**config.mk**
```make
export PLATFORM = sky130hd
export DESIGN_NAME = fsb_rr_arbiter_flat
export DESIGN_NICKNAME = d
export VERILOG_FILES = /design/src/rtl/fsb_rr_arbiter_pkg.sv /design/src/rtl/fsb_rr_arbiter_if.sv /design/src/rtl/fsb_rr_arb_core.sv /design/src/rtl/fsb_rr_arbiter.sv /design/src/flat_wrapper.sv
export SDC_FILE = /design/constraint.sdc
export NUM_CORES = 1
export LEC_CHECK = 0
export CORE_AREA = 2 2 189 191
export DETAILED_ROUTE_END_ITERATION = 6
export DIE_AREA = 0 0 191 193
export GPL_TIMING_DRIVEN = 0
export HOLD_SLACK_MARGIN = 0.02
export SYNTH_ARGS = -nofsm -noshare
export SYNTH_HDL_FRONTEND = slang
export SYNTH_HIERARCHICAL = 1
export SYNTH_SLANG_ARGS = --single-unit
```
**constraint.sdc**
```tcl
create_clock -name clk_i -period 3.8 [get_ports clk_i]
set_input_delay 0.76 -clock clk_i [delete_from_list [all_inputs] [get_ports clk_i]]
set_output_delay 0.76 -clock clk_i [all_outputs]
set_load 0.02 [all_outputs]
```
**src/rtl/fsb_rr_arbiter_pkg.sv**
```systemverilog
// Shared FSB definitions: packet width/type, output buffer states and the
// source-tag width helper.
package fsb_rr_arbiter_pkg;

    localparam int unsigned fsb_width_c = 80;

    typedef logic [fsb_width_c-1:0] fsb_pkt_t;

    typedef enum logic {
        BUF_EMPTY = 1'b0,
        BUF_FULL  = 1'b1
    } buf_state_e;

    // Width of a source index; never narrower than one bit.
    function automatic int unsigned id_width(input int unsigned n);
        return (n <= 1) ? 1 : $clog2(n);
    endfunction

endpackage

```
**src/rtl/fsb_rr_arbiter_if.sv**
```systemverilog
// FSB source/sink bundle for the round-robin arbiter: the request side
// (per-source valid/data/yumi) and the merged output side (valid/data/id/ready).
interface fsb_rr_arbiter_if
    import fsb_rr_arbiter_pkg::*;
#(
    parameter int unsigned num_req_p   = 4,
    parameter int unsigned fsb_width_p = fsb_width_c,
    parameter int unsigned id_width_lp = id_width(num_req_p)
);

    logic [num_req_p-1:0]             req_v_i;
    logic [num_req_p*fsb_width_p-1:0] req_data_i;
    logic [num_req_p-1:0]             req_yumi_o;
    logic                             fsb_v_o;
    logic [fsb_width_p-1:0]           fsb_data_o;
    logic [id_width_lp-1:0]           fsb_id_o;
    logic                             fsb_ready_i;

    // Arbiter side.
    modport slave (
        input  req_v_i, req_data_i, fsb_ready_i,
        output req_yumi_o, fsb_v_o, fsb_data_o, fsb_id_o
    );

    // Sources/sink side.
    modport master (
        output req_v_i, req_data_i, fsb_ready_i,
        input  req_yumi_o, fsb_v_o, fsb_data_o, fsb_id_o
    );

endinterface

```
**src/rtl/fsb_rr_arb_core.sv**
```systemverilog
// Combinational round-robin pick: first eligible source after last_grant,
// wrapping modulo num_req_p. Only produces a grant when can_load is set.
module fsb_rr_arb_core
    import fsb_rr_arbiter_pkg::*;
#(
    parameter  int unsigned num_req_p   = 4,
    localparam int unsigned id_width_lp = id_width(num_req_p)
) (
    input  logic [num_req_p-1:0]   elig,
    input  logic [id_width_lp-1:0] last_grant,
    input  logic                   can_load,
    output logic [num_req_p-1:0]   grant_oh,
    output logic [id_width_lp-1:0] grant_id,
    output logic                   grant_v
);

    int unsigned          idx;
    logic [num_req_p-1:0] sel;

    // Rotating priority search starting one past the previous winner.
    always_comb begin
        grant_oh = '0;
        grant_id = '0;
        grant_v  = 1'b0;
        idx      = 0;
        sel      = '0;
        if (can_load) begin
            for (int unsigned off = 1; off <= num_req_p; off++) begin
                idx = (32'(last_grant) + off) % num_req_p;
                sel = num_req_p'(1) << idx;
                if (!grant_v && |(elig & sel)) begin
                    grant_v  = 1'b1;
                    grant_oh = sel;
                    grant_id = id_width_lp'(idx);
                end
            end
        end
    end

endmodule

```
**src/rtl/fsb_rr_arbiter.sv**
```systemverilog
// Round-robin merge of num_req_p FSB sources into one sink through a
// single-entry output register, with source tagging and saturating
// per-source grant counters.
module fsb_rr_arbiter
    import fsb_rr_arbiter_pkg::*;
#(
    parameter  int unsigned num_req_p   = 4,
    parameter  int unsigned fsb_width_p = fsb_width_c,
    parameter  int unsigned cnt_width_p = 16,
    localparam int unsigned id_width_lp = id_width(num_req_p)
) (
    input  logic                             clk_i,
    input  logic                             reset_n_i,
    input  logic [num_req_p-1:0]             en_mask_i,
    input  logic                             cnt_clear_i,
    output logic [num_req_p*cnt_width_p-1:0] pkt_cnt_o,
    fsb_rr_arbiter_if.slave                  bus
);

    buf_state_e             state_r, state_n;
    logic [id_width_lp-1:0] last_grant_r;
    logic [id_width_lp-1:0] grant_id;
    logic [num_req_p-1:0]   grant_oh;
    logic [num_req_p-1:0]   elig;
    logic                   grant_v;
    logic                   can_load;
    logic [fsb_width_p-1:0] data_r;
    logic [id_width_lp-1:0] id_r;
    logic [fsb_width_p-1:0] grant_data;

    assign elig = bus.req_v_i & en_mask_i;

    // Gated by reset so no packet is consumed while the buffer is held empty.
    assign can_load = reset_n_i & ((state_r == BUF_EMPTY) | bus.fsb_ready_i);

    fsb_rr_arb_core #(
        .num_req_p (num_req_p)
    ) u_core (
        .elig       (elig),
        .last_grant (last_grant_r),
        .can_load   (can_load),
        .grant_oh   (grant_oh),
        .grant_id   (grant_id),
        .grant_v    (grant_v)
    );

    assign grant_data = fsb_width_p'(bus.req_data_i >> (fsb_width_p * 32'(grant_id)));

    assign bus.req_yumi_o = grant_oh;
    assign bus.fsb_v_o    = (state_r == BUF_FULL);
    assign bus.fsb_data_o = data_r;
    assign bus.fsb_id_o   = id_r;

    // Output buffer state register.
    always_ff @(posedge clk_i or negedge reset_n_i) begin
        if (!reset_n_i) begin
            state_r <= BUF_EMPTY;
        end else begin
            state_r <= state_n;
        end
    end

    // Buffer fills on any grant, drains when the sink takes it and nothing refills.
    always_comb begin
        state_n = state_r;
        if (grant_v) begin
            state_n = BUF_FULL;
        end else if ((state_r == BUF_FULL) && bus.fsb_ready_i) begin
            state_n = BUF_EMPTY;
        end
    end

    // Output payload, tag and round-robin pointer capture on grant.
    always_ff @(posedge clk_i or negedge reset_n_i) begin
        if (!reset_n_i) begin
            data_r       <= '0;
            id_r         <= '0;
            last_grant_r <= id_width_lp'(num_req_p - 1);
        end else if (grant_v) begin
            data_r       <= grant_data;
            id_r         <= grant_id;
            last_grant_r <= grant_id;
        end
    end

    for (genvar i = 0; i < num_req_p; i++) begin : g_cnt
        logic [cnt_width_p-1:0] cnt_r;

        // Saturating grant counter; clear takes precedence over increment.
        always_ff @(posedge clk_i or negedge reset_n_i) begin
            if (!reset_n_i) begin
                cnt_r <= '0;
            end else if (cnt_clear_i) begin
                cnt_r <= '0;
            end else if (grant_oh[i] && (cnt_r != '1)) begin
                cnt_r <= cnt_r + 1'b1;
            end
        end

        assign pkt_cnt_o[cnt_width_p*i +: cnt_width_p] = cnt_r;
    end

endmodule

```
**src/flat_wrapper.sv**
```systemverilog
// flat-port wrapper written by rule: the top's interface ports become plain ports
module fsb_rr_arbiter_flat import fsb_rr_arbiter_pkg::*;
#(
    parameter  int unsigned num_req_p   = 4,
    parameter  int unsigned fsb_width_p = fsb_width_c,
    parameter  int unsigned cnt_width_p = 16,
    localparam int unsigned id_width_lp = id_width(num_req_p)
)
  (clk_i, reset_n_i, en_mask_i, cnt_clear_i, pkt_cnt_o, bus_req_v_i, bus_req_data_i, bus_fsb_ready_i, bus_req_yumi_o, bus_fsb_v_o, bus_fsb_data_o, bus_fsb_id_o);
  fsb_rr_arbiter_if #(.num_req_p(num_req_p), .fsb_width_p(fsb_width_p)) bus_i ();
  input  logic clk_i;
  input  logic reset_n_i;
  input  logic [num_req_p-1:0] en_mask_i;
  input  logic cnt_clear_i;
  output logic [num_req_p*cnt_width_p-1:0] pkt_cnt_o;
  input wire logic [$bits(bus_i.req_v_i)-1:0] bus_req_v_i;
  input wire logic [$bits(bus_i.req_data_i)-1:0] bus_req_data_i;
  input wire logic [$bits(bus_i.fsb_ready_i)-1:0] bus_fsb_ready_i;
  output wire logic [$bits(bus_i.req_yumi_o)-1:0] bus_req_yumi_o;
  output wire logic [$bits(bus_i.fsb_v_o)-1:0] bus_fsb_v_o;
  output wire logic [$bits(bus_i.fsb_data_o)-1:0] bus_fsb_data_o;
  output wire logic [$bits(bus_i.fsb_id_o)-1:0] bus_fsb_id_o;
  assign bus_i.req_v_i = bus_req_v_i;
  assign bus_i.req_data_i = bus_req_data_i;
  assign bus_i.fsb_ready_i = bus_fsb_ready_i;
  assign bus_req_yumi_o = bus_i.req_yumi_o;
  assign bus_fsb_v_o = bus_i.fsb_v_o;
  assign bus_fsb_data_o = bus_i.fsb_data_o;
  assign bus_fsb_id_o = bus_i.fsb_id_o;
  fsb_rr_arbiter #(.num_req_p(num_req_p), .fsb_width_p(fsb_width_p), .cnt_width_p(cnt_width_p)) u_core (.clk_i(clk_i), .reset_n_i(reset_n_i), .en_mask_i(en_mask_i), .cnt_clear_i(cnt_clear_i), .pkt_cnt_o(pkt_cnt_o), .bus(bus_i));
endmodule
```
* Yosys cells after proc, flatten, opt, wreduce, memory -nomap -nowiden
Cells that the tools add are included.
** Operators by class
- Bitwise logic cells :: 8
- Add/subtract/negate cells :: 8
- Eq/ne operators :: 4
- Multiplexer cells :: 28
- Reductions and logical operators :: 20
- Multiply operators :: 1
- Shift operators :: 5
** Operator list (number)
- 320-bit by 9-bit >> shifter with 80-bit output :: 1
- 16-bit 2-to-1 mux :: 8
- 16-bit by 1-bit adder with 16-bit output, second input constant :: 4
- 16-bit inequality test, second input constant :: 4
- 4-bit bitwise AND :: 5
- 4-bit 2-to-1 mux :: 5
- 4-bit OR reduction :: 4
- 1-bit by 2-bit left shift with 4-bit output, first input constant :: 4
- 1-bit 2-to-1 mux :: 10
- 2-bit 2-to-1 mux :: 5
- 2-bit nonzero test :: 5
- 1-bit logical AND :: 8
- 3-bit by 2-bit multiplier with 5-bit output, first input constant :: 1
- 2-bit by 1-bit adder with 2-bit output, second input constant :: 2
- 2-bit adder, second input constant :: 2
- 1-bit logical NOT :: 3
- 1-bit bitwise AND :: 1
- 1-bit inverter :: 1
- 1-bit OR :: 1
** Word-level totals
- Word-level logic and storage cells :: 82
- Bits in registers :: 149
- Input port bits :: 332

* Longest topological paths before layout
Gate-level depths: netlist of run 1.
- Word-level depth :: 21
- Mapped depth :: 14
- Mapped depth without buffers :: 11

* Modules after synthesis
The synthesis of run 1 kept the hierarchy.
** Modules (own cells, without submodules)
- fsb_rr_arbiter :: cells each 667, instances 1, area each 8662.1 µm², sequential area each 3731.1 µm²
- fsb_rr_arb_core :: cells each 64, instances 1, area each 473.0 µm², sequential area each 0.0 µm²

* Worst setup path before layout of run 1
Ideal clock, no wire load.
- Path kind :: input port to flip-flop
- From :: input bus_req_v_i[3]
- To :: register u_core.g_cnt[2].cnt_r[14]
- Required time :: 3.723 ns
- Setup time :: 0.077 ns
- Cell stages on the path :: 10
- Arrival time :: 3.528 ns
- Path buffers :: 1
- Slack :: 0.195 ns
- Path through :: and2_1 a22o_4 a221o_1 o311a_1 nor2_1 inv_1 or3_1 buf_2 or4_1 a21oi_1
** Between the ends
- Cells in the longest elaborated chain, start to end :: 19
- Elaborated cells on any way between the ends :: 28
- Classes of those cells :: 11 x mux; 5 x bitwise; 12 x reduce/logical
** RTL lines
- start: declaration :: RTL line flat_wrapper.sv:16 : input wire logic [$bits(bus_i.req_v_i)-1:0] bus_req_v_i;
- 4-bit bitwise AND * :: RTL line fsb_rr_arbiter.sv:31 : assign elig = bus.req_v_i & en_mask_i;
- 4-bit bitwise AND :: RTL line fsb_rr_arb_core.sv:31 : if (!grant_v && |(elig & sel)) begin
- 4-bit OR reduction :: RTL line fsb_rr_arb_core.sv:31
- 1-bit 2-to-1 mux :: RTL line fsb_rr_arb_core.sv:31
- 1-bit 2-to-1 mux :: RTL line fsb_rr_arb_core.sv:27 : if (can_load) begin
- 1-bit logical NOT :: RTL line fsb_rr_arb_core.sv:31
- 1-bit logical AND :: RTL line fsb_rr_arb_core.sv:31
- 1-bit 2-to-1 mux :: RTL line fsb_rr_arb_core.sv:31
- [4 not listed]
- 1-bit 2-to-1 mux :: RTL line fsb_rr_arb_core.sv:27
- 1-bit logical NOT :: RTL line fsb_rr_arb_core.sv:31
- 1-bit logical AND :: RTL line fsb_rr_arb_core.sv:31
- 4-bit 2-to-1 mux * :: RTL line fsb_rr_arb_core.sv:31
- 4-bit 2-to-1 mux * :: RTL line fsb_rr_arb_core.sv:27
- named net bus_req_yumi_o[2] :: RTL line flat_wrapper.sv:19 : output wire logic [$bits(bus_i.req_yumi_o)-1:0] bus_req_yumi_o;
- 1-bit logical AND * :: RTL line fsb_rr_arbiter.sv:95 : end else if (grant_oh[i] && (cnt_r != '1)) begin
- 2-bit nonzero test (no line) *
- end signal: assignment :: RTL line fsb_rr_arbiter.sv:96 : cnt_r <= cnt_r + 1'b1;
- end: declaration :: RTL line fsb_rr_arbiter.sv:87 : logic [cnt_width_p-1:0] cnt_r;
The timed path passes the listed nets; every way through them passes the cells marked *. The select of a mux whose other input is x is not followed.
A chain may end at the register's enable or synchronous reset.

* Worst setup path in the final report of run 1
- From :: input bus_req_v_i[0]
- To :: output bus_req_yumi_o[1]
** Between the ends
- Cells in the longest elaborated chain, start to end :: 17
- Elaborated cells on any way between the ends :: 26
- Classes of those cells :: 11 x mux; 5 x bitwise; 10 x reduce/logical
** RTL lines
- 4-bit bitwise AND * :: RTL line fsb_rr_arbiter.sv:31
- named net u_core.elig[0] :: RTL line fsb_rr_arbiter.sv:24 : logic [num_req_p-1:0] elig;
- 4-bit bitwise AND :: RTL line fsb_rr_arb_core.sv:31
- 4-bit OR reduction :: RTL line fsb_rr_arb_core.sv:31
- 1-bit 2-to-1 mux :: RTL line fsb_rr_arb_core.sv:31
- 1-bit 2-to-1 mux :: RTL line fsb_rr_arb_core.sv:27
- 1-bit logical NOT :: RTL line fsb_rr_arb_core.sv:31
- 1-bit logical AND :: RTL line fsb_rr_arb_core.sv:31
- [2 not listed]
- 1-bit logical NOT :: RTL line fsb_rr_arb_core.sv:31
- 1-bit logical AND :: RTL line fsb_rr_arb_core.sv:31
- 1-bit 2-to-1 mux :: RTL line fsb_rr_arb_core.sv:31
- 1-bit 2-to-1 mux :: RTL line fsb_rr_arb_core.sv:27
- 1-bit logical NOT :: RTL line fsb_rr_arb_core.sv:31
- 1-bit logical AND :: RTL line fsb_rr_arb_core.sv:31
- 4-bit 2-to-1 mux * :: RTL line fsb_rr_arb_core.sv:31
- 4-bit 2-to-1 mux * :: RTL line fsb_rr_arb_core.sv:27
- end: declaration :: RTL line flat_wrapper.sv:19
Marks and branches as above.

==> results of run 1 <==
==> area by class of cell <==
| cell class | instances | area (um^2) | area share [%] |
|---|---|---|---|
| inverter | 23 | 86.33 | 0.5641 |
| multi-input combinational | 512 | 5159 | 33.71 |
| buffer | 46 | 270.3 | 1.766 |
| clock buffer | 21 | 470.5 | 3.074 |
| timing repair buffer | 492 | 4907 | 32.07 |
| antenna | 10 | 25.02 | 0.1635 |
| sequential | 149 | 3731 | 24.38 |
| tap | 461 | 576.8 | 3.769 |
| clock inverter | 11 | 77.57 | 0.5069 |
==> repair_timing <==
| action | 4_1_cts | 5_1_grt |
|---|---|---|
| buffers inserted | 0 | 9 |
| setup endpoints to repair | 87 | 84 |
| endpoints found under the hold margin | 0 | 0 |
| gates resized for setup | 31 | 36 |
| pin swaps | 2 | 4 |
==> stage by stage <==
step	instances	utilization (%)	hold WS [ns]
after global placement	1674	41.57	0.4897
after CTS	1706	43.42	0.2689
after detailed placement	1675	41.67	0.4948
after global routing	1724	43.76	0.2758
final	1725	43.77	0.2509
after floorplan	731	-	0.4644
==> worst max-delay path: cells and delay by family <==
family | cells | cell delay [ns]
and+or+nand+nor | 4 | 0.92
AOI/OAI and AO/OA | 2 | 0.48
buffers and inverters | 3 | 0.78
==> cells in the mapped netlist, types with 2 or more instances <==
| library cell | instances | area, um^2 |
|---|---|---|
| o41ai_1 | 4 | 35.03 |
| or2_2 | 4 | 25.02 |
| mux4_2 | 80 | 1802 |
| mux2i_1 | 5 | 50.05 |
| a21oi_1 | 39 | 195.2 |
| mux2_2 | 89 | 1002 |
| o41ai_4 | 3 | 82.58 |
| and3_1 | 6 | 37.54 |
| o31ai_1 | 15 | 112.6 |
| o221ai_1 | 3 | 26.28 |
| dfstp_2 | 2 | 52.55 |
| and4_1 | 4 | 35.03 |
| nor3_1 | 8 | 40.04 |
| o21ai_0 | 27 | 135.1 |
| xor2_1 | 3 | 26.28 |
| o21ba_2 | 2 | 20.02 |
| nor4b_1 | 4 | 35.03 |
| buf_2 | 15 | 75.07 |
| or4_1 | 16 | 120.1 |
| ha_1 | 8 | 100.1 |
| nor4_2 | 2 | 25.02 |
| clkbuf_1 | 27 | 101.4 |
| o311ai_0 | 3 | 26.28 |
| inv_1 | 23 | 86.33 |
| nand2b_1 | 2 | 12.51 |
| nand2_1 | 26 | 97.59 |
| nand3_1 | 22 | 110.1 |
| nor2_1 | 30 | 112.6 |
| nor2b_1 | 9 | 56.30 |
| dfrtp_1 | 147 | 3679 |
| buf_6 | 3 | 33.78 |
| nand4_2 | 2 | 25.02 |
| o311a_1 | 2 | 20.02 |
| clkbuf_8 | 2 | 27.53 |
| and2_1 | 6 | 37.54 |
| nand4_1 | 19 | 118.9 |
| or3_1 | 18 | 112.6 |
| nor4_1 | 11 | 68.82 |
| a211oi_1 | 4 | 30.03 |
| o31a_1 | 4 | 35.03 |
| a22o_1 | 4 | 35.03 |
| a31oi_1 | 2 | 12.51 |
| o21a_1 | 4 | 30.03 |
==> layer usage <==
| layer | GRT usage [%] | share of wire, % | vias to the layer above |
|---|---|---|---|
| li1 | - | - | 3922 |
| met1 | 24.06 | 38 | 4372 |
| met2 | 35.03 | 51 | 310 |
| met3 | 8.145 | 8.4 | 46 |
| met4 | 6.738 | 2.3 | 6 |
| met5 | 0 | 0.094 | - |
==> power groups by stage <==
stage / logic (mW) / clock network (mW) / registers [mW]
2_1_floorplan: 1.83 / 0 / 2.93
3_3_place_gp: 4.38 / 0 / 2.37
3_5_place_dp: 4.39 / 0 / 2.37
4_1_cts: 4.45 / 1.69 / 2.36
5_1_grt: 4.71 / 1.75 / 2.43
6_report: 4.48 / 1.63 / 2.36
==> state kept, by name, summed over array words and instances (netlist names) <==
name                   cells
u_core/bus.fsb_id_o        2
u_core/last_grant_r        2
u_core/bus.fsb_v_o         1
u_core/g_cnt.cnt_r        64
u_core/bus.fsb_data_o     80
==> final timing paths <==
check / to / slack, ns
min: u_core/g_cnt[0].cnt_r[14] / 0.25
max in group asynchronous: u_core/bus.fsb_data_o[71] / 2.68
min in group clk_i: u_core/bus.fsb_data_o[67] / 0.51
max: bus_req_yumi_o[1] / 0.08
min reg2reg: u_core/bus.fsb_data_o[67] / 0.51
max reg2reg: u_core/bus.fsb_data_o[58] / 0.13
==> cells by family after synthesis <==
logic type      Yosys count  synth area share [%]
simple gates            202                 13.07
xor+xnor                  4                0.3836
buf+inv                  70                 3.547
compound gates          124                 9.821
fa+ha+maj                 8                 1.096
mux                     174                 31.24
flops                   149                 40.84
==> metrics.txt, run 1 <==
dpl ws -0.9514 ns; Worst Max-Slew Pin Slew 0.7670 ns; worst reg-to-reg path cell count 11; CP endpoint kind output pin; Hold Vio Cnt, Final 0; final cycle utilization of the critical path 97.80%; status finished, final reports clean; Final Cell Area 15300 um^2; Clock Skews 0.01285 ns; Max Cap Viol 0; clock buffer count from CTS 17; DRC errors left 0; Lkg Pwr 5.642 nW; PwrDens 553.5 nW/um^2; FP Rows 69; die height 193 um; main flop type after synthesis dfrtp_1; Cell Area, Synth 9135 um^2; Post-DRT Antenna Nets 0; IO Count 483; later-pin clock latency in the skew report 0.44 ns; commonest non-fill, non-tap cell in the layout clkdlybuf4s50_1; sequential share of power 27.9%; Syn Area/Cell 12.50 um^2; via count 8656; syn_nets 1071; critical path data required time 3.04 ns; Initial Utilization 26.13%; clock share of power 19.3%; CP max stage cell clkdlybuf4s50_1; initial antenna violation count 13; total power 8.470 mW; Post-synth ARST share 100.0%; synth warn 6; fmax 269.1 MHz; level count of the clock H-tree 4; number of synthesized register bits 149; WS Path Type in -> out; share of cells above drive strength 1 22.81%; final worst slack 0.08355 ns; CP Launch Point bus_req_v_i[0]; Peak VDD IR 0.3529 mV; EDFF count, synth 0; Post-Syn Instances 731; Slew Viols, Final 0; crit-path cells clkdlybuf4s50_1 > and2_2 > a22o_1 > nor2_2 > and4_4 > buf_6 > or3_1 > a21oi_4 > buf_2; CTS clk-pin slew, worst paths 0.06 ns; R2R Path Start u_core/last_grant_r[0]; global placement routability congestion 0.8588; most frequent cells in the layout clkdlybuf4s50_1 (477), dfrtp_1 (147), mux2_2 (89), mux4_2 (80), a21oi_1 (37); clock sink count 149; FILL cells 3295; drt first pass iters 4; CTS Root Cell clkbuf_16; synth unique cells 65; global-route wire length before repair 55.80 mm; GRT Resource Usage Total 20.71%; CP max stage delay 0.45 ns; vias in the first global route 8822; Worst Path Max Fanout 7; hold buffers post-CTS 0; Internal Power 5.342 mW; Startpoint Class primary input; GRT Residual Overflow 0; relative slew slack 48.39%; Tmin final 3.716 ns; sequential cell area fraction in the yosys report 40.84%; die width 191 um; Layout Nets 1581; DP Area 14570 um^2; switching power 3.128 mW; DRT iter0 DRCs 451; Core Footprint 34960 um^2; CTS Buffer Depth 2; Comb pwr share 52.8%; synth-to-layout area growth 67.52%; Die Footprint 36860 um^2; Min-Delay Path Class in -> async; via/cell ratio 5.018; largest net degree at the start of global routing 87; final WL 39.35 mm; Port Buffer Count 482; Arr. time, crit path 2.96 ns; HPWL Detailed 31.50 mm; TritonCTS clock tree done; Sw Ratio 36.93%; Setup violations, final 0; wire length per cell 22.81 um; Post-Route Setup TNS 0 ns
No activity file was read; power rests on OpenSTA's default activity.
==> inputs of run 2 (changes only) <==
- CAP_MARGIN: default -> 20
- SKIP_LAST_GASP: default -> 1
==> results of run 2 <==
No change in the layout: final DEF, timing and power equal those of run 1.
